==> config.mk <==
export PLATFORM = sky130hd
export DESIGN_NAME = sdram_arbit
export DESIGN_NICKNAME = d
export VERILOG_FILES = /design/src/rtl/sdram_arbit.sv
export SDC_FILE = /design/constraint.sdc
export NUM_CORES = 1
export LEC_CHECK = 0
export CAP_MARGIN = 20
export CORE_MARGIN = 10
export CORE_UTILIZATION = 31
export DETAILED_ROUTE_END_ITERATION = 12
export PLACE_DENSITY = 0.85
export SETUP_SLACK_MARGIN = 0.05
export SYNTH_ARGS = -nofsm -noshare
export SYNTH_HDL_FRONTEND = slang
export SYNTH_SLANG_ARGS = --single-unit
export TNS_END_PERCENT = 1
==> constraint.sdc <==
create_clock -name clk -period 2.9 [get_ports clk]
set_clock_uncertainty 0.15 [all_clocks]
set_input_delay 0.725 -clock clk [delete_from_list [all_inputs] [get_ports clk]]
set_output_delay 0.725 -clock clk [all_outputs]
set_load 0.05 [all_outputs]
==> src/rtl/sdram_arbit.sv <==
// SDRAM command arbiter: owns the command/address pins for init, refresh, write and read engines.
// Refresh wins over write/read; simultaneous write/read requests alternate.
module sdram_arbit #(
    parameter logic [3:0] CMD_NOP = 4'b0111,
    parameter int         ADDR_W  = 12
) (
    input  logic              clk,
    input  logic              rst,
    input  logic              flag_init_end,
    input  logic [3:0]        init_cmd,
    input  logic [ADDR_W-1:0] init_addr,
    input  logic              ref_req,
    input  logic              ref_end,
    input  logic [3:0]        ref_cmd,
    input  logic [ADDR_W-1:0] ref_addr,
    input  logic              wr_req,
    input  logic              wr_end,
    input  logic [3:0]        wr_cmd,
    input  logic [ADDR_W-1:0] wr_addr,
    input  logic              rd_req,
    input  logic              rd_end,
    input  logic [3:0]        rd_cmd,
    input  logic [ADDR_W-1:0] rd_addr,
    output logic              ref_en,
    output logic              wr_en,
    output logic              rd_en,
    output logic [3:0]        sdram_cmd,
    output logic [ADDR_W-1:0] sdram_addr,
    output logic              busy
);

    localparam logic [2:0] S_INIT  = 3'd0;
    localparam logic [2:0] S_ARBIT = 3'd1;
    localparam logic [2:0] S_AREF  = 3'd2;
    localparam logic [2:0] S_WRITE = 3'd3;
    localparam logic [2:0] S_READ  = 3'd4;

    logic [2:0] state_q, state_d;
    logic       last_wr_q, last_wr_d;
    logic       ref_en_q, ref_en_d;
    logic       wr_en_q, wr_en_d;
    logic       rd_en_q, rd_en_d;

    always_comb begin
        state_d = state_q;
        case (state_q)
            S_INIT:  if (flag_init_end) state_d = S_ARBIT;
            S_ARBIT: begin
                if (ref_req)
                    state_d = S_AREF;
                else if (wr_req && rd_req)
                    state_d = last_wr_q ? S_READ : S_WRITE;
                else if (wr_req)
                    state_d = S_WRITE;
                else if (rd_req)
                    state_d = S_READ;
            end
            S_AREF:  if (ref_end) state_d = S_ARBIT;
            S_WRITE: if (wr_end)  state_d = S_ARBIT;
            S_READ:  if (rd_end)  state_d = S_ARBIT;
            default: state_d = S_INIT;
        endcase
    end

    // Grant pulses fire only on the ARBIT exit edge, so they are one cycle wide by construction.
    always_comb begin
        ref_en_d  = (state_q == S_ARBIT) && (state_d == S_AREF);
        wr_en_d   = (state_q == S_ARBIT) && (state_d == S_WRITE);
        rd_en_d   = (state_q == S_ARBIT) && (state_d == S_READ);
        last_wr_d = last_wr_q;
        if (wr_en_d)
            last_wr_d = 1'b1;
        else if (rd_en_d)
            last_wr_d = 1'b0;
    end

    always_ff @(posedge clk) begin
        if (rst) begin
            state_q   <= S_INIT;
            last_wr_q <= 1'b0;
            ref_en_q  <= 1'b0;
            wr_en_q   <= 1'b0;
            rd_en_q   <= 1'b0;
        end else begin
            state_q   <= state_d;
            last_wr_q <= last_wr_d;
            ref_en_q  <= ref_en_d;
            wr_en_q   <= wr_en_d;
            rd_en_q   <= rd_en_d;
        end
    end

    always_comb begin
        sdram_cmd  = CMD_NOP;
        sdram_addr = '0;
        case (state_q)
            S_INIT:  begin sdram_cmd = init_cmd; sdram_addr = init_addr; end
            S_AREF:  begin sdram_cmd = ref_cmd;  sdram_addr = ref_addr;  end
            S_WRITE: begin sdram_cmd = wr_cmd;   sdram_addr = wr_addr;   end
            S_READ:  begin sdram_cmd = rd_cmd;   sdram_addr = rd_addr;   end
            default: begin sdram_cmd = CMD_NOP;  sdram_addr = '0;        end
        endcase
    end

    assign busy   = (state_q != S_ARBIT);
    assign ref_en = ref_en_q;
    assign wr_en  = wr_en_q;
    assign rd_en  = rd_en_q;

endmodule

==> reports/metrics.cfg <==
[run_status]
status=completed

[sta]
holdWs_ps=473.6
fmax_ghz=0.3626
finalMaxSlewViolations=0
setup_viol=0
slew_headroom=0.6542
rsz0062_at_grt=no
finalHoldViolations=0
timing.final.crit_share=0.9510
fin_crit_ps=2758
finalSetupTns_ps=0
worst_pin_slew_ps=517.1

[drt]
wl_per_cell_um=20.84
avgViaCountPerCell=5.511
wl_mm=4.731
first_pass_iters=4
postRouteAntennaNets=0
drtIter0Drc=86
vias=1251
drc=0

[grt]
grt_pass1_wl_mm=7.245
grt_pass1_vias=1345
antenna_found_initial=0
track_usage=0.1669
grt_max_degree=30
gr-total-overflow=0

[synth]
synth_area_leaders=mux2i_1, dfxtp_1, a22o_1, o2bb2ai_1, buf_2
ys.flop_type=dfxtp_1
synth_nets=179
ys_warn_count=0
yosysTopAreaCell=mux2i_1
ys_seq_area_frac=0.1562
synth_area_per_cell_um2=8.463
synth-edff-count=0
synthArstFlopShare=0
ys_ff_latch=7
post-synth-top-count-cell=mux2i_1
synthTopCellsByCount=mux2i_1, a22o_1, o2bb2ai_1
syn_area_um2=897.1
netlist-cell-type-count=37
netlist_instances=106
synth_top_cell_area_share=0.1674

[clock_tree]
cts-htree-levels=1
cts_tree=yes
clkLatencyLatePin_ps=260
clock-sinks=7
cts_root_buf=clkbuf_4
clkTransAtPathRegs_ps=60
cts_buffers=3
cts_setup_buffers=0
clock_path_buffers=2
ctsHoldBuffers=0
cts_resized=0

[die]
start_util=0.3253
die_h_um=73.80
dieArea_um2=5446
rows=19
die_x_um=73.80
pin_count=93
core_area_um2=2758

[worst_setup_path]
r2r_start=state_q[0]$_SDFF_PP0_
rr_endpoint=wr_en$_SDFF_PP0_
path_buf_inv=2
worstSetupPathType=in2out
r2r_cells=4
crit_slowest_cell=clkdlybuf4s50_1
crit_path_max_fanout=1
cp.arrival_ps=1880
start_kind=input port
critPathTopFamily=buffers and inverters
max_stage_delay_ps=400
rrSetupSlack_ps=1190
crit_path_cell_trace=clkdlybuf4s50_1 > mux2_1 > o22ai_1 > a2bb2oi_1 > buf_12
cp-end-kind=primary output
cp.required_ps=2030

[worst_hold_path]
whs_path_depth=3
min_from=last_wr_q$_SDFFE_PP0P_
hold_end=wr_en$_SDFF_PP0_
min_path_type=reg2reg

[placement]
dp.cells=223
dpl.hpwl_mm=4.025
placed_cell_area_um2=1999
gp_congestion=0.8043
io_buffers=92

[power]
cellPowerDensity_nw_per_um2=343.2
vdd_ir_drop_max_mv=0.3415
power_leakage_uw=0.0007707

[layout]
fillers=209
final_nets=270
n_antenna_cell=0
fin_cells=227
ff_latch_area_um2=140.1
post-route-util=0.7346
stdcell_area_um2=2026
multi_input_area_um2=691.9
area_growth_pct=125.8
drive_gt1_frac=0.1480

[flow_run]
maxCapViolations=0

==> logic make-up after synthesis <==
logic type | count (synthesis) | share of synthesized area
compound gates | 44 | 0.4017
buf+inv | 12 | 0.07251
flops | 7 | 0.1562
mux | 16 | 0.1799
simple gates | 27 | 0.1897
==> per-stage QoR <==
stage	setup WS, ps	power, µW
6_report	142.2	695.2
5_1_grt	61.18	726.4
4_1_cts	135.4	697.8
3_5_place_dp	141.5	602.9
3_3_place_gp	165.7	594.0
2_1_floorplan	279.3	330.9
==> flip-flops by register name, indices dropped and copies added, names as in the netlist <==
register,count
ref_en,1
last_wr_q,1
wr_en,1
state_q,3
rd_en,1
==> worst min-delay path: cells and delay by family (launching register included) <==
kind | cells | cell delay (ps)
and+or+nand+nor | 1 | 50
DFF | 1 | 360
AOI/OAI and AO/OA | 2 | 160
==> metal layers <==
layer / up-vias / routed length, µm / global-route usage
met1: 567 / 1857 / 0.1825
met4: 0 / 29 / 0.02484
met2: 75 / 2263 / 0.2973
met5: - / 0 / 0
met3: 3 / 581 / 0.06864
li1: 606 / - / -
==> worst max-delay path by stage <==
stage,start,endpoint,depth (start not counted)
after CTS,ref_cmd[0],sdram_cmd[0],5
after global placement,ref_cmd[0],sdram_cmd[0],5
final,ref_cmd[0],sdram_cmd[0],5
after global routing,state_q[2]$_SDFF_PP0_,sdram_addr[6],5
after detailed placement,ref_cmd[0],sdram_cmd[0],5
after floorplan,ref_cmd[0],sdram_cmd[0],3
==> area by class of cell <==
cell class | count | area share
multi-input combinational | 87 | 0.3416
clock buffer | 4 | 0.01297
inverter | 2 | 0.003706
tap | 31 | 0.01915
sequential | 7 | 0.06918
timing repair buffer | 96 | 0.5534
==> power breakdown <==
group / leakage (µW) / switching [µW] / internal, µW
Clock: 0.0000150 / 42.4 / 52.9
Combinational: 0.000699 / 232 / 263
Sequential: 0.0000569 / 4.43 / 101
Total: 0.000771 / 279 / 416
==> layout by cell type, fill, tap and decap left out, types with 2 or more instances in the layout <==
master,count
clkdlybuf4s50_1,75
nand2_1,3
buf_4,4
buf_12,17
o21ai_0,3
nor2_1,5
a22o_1,13
a21boi_0,2
nand3_1,2
o2bb2ai_1,13
nor2b_1,2
o22a_1,2
dfxtp_1,7
clkbuf_4,3
nor4b_1,2
a211oi_1,2
nor3_1,4
mux2i_1,15
a21oi_1,3
(Power assumes the default switching activity.)
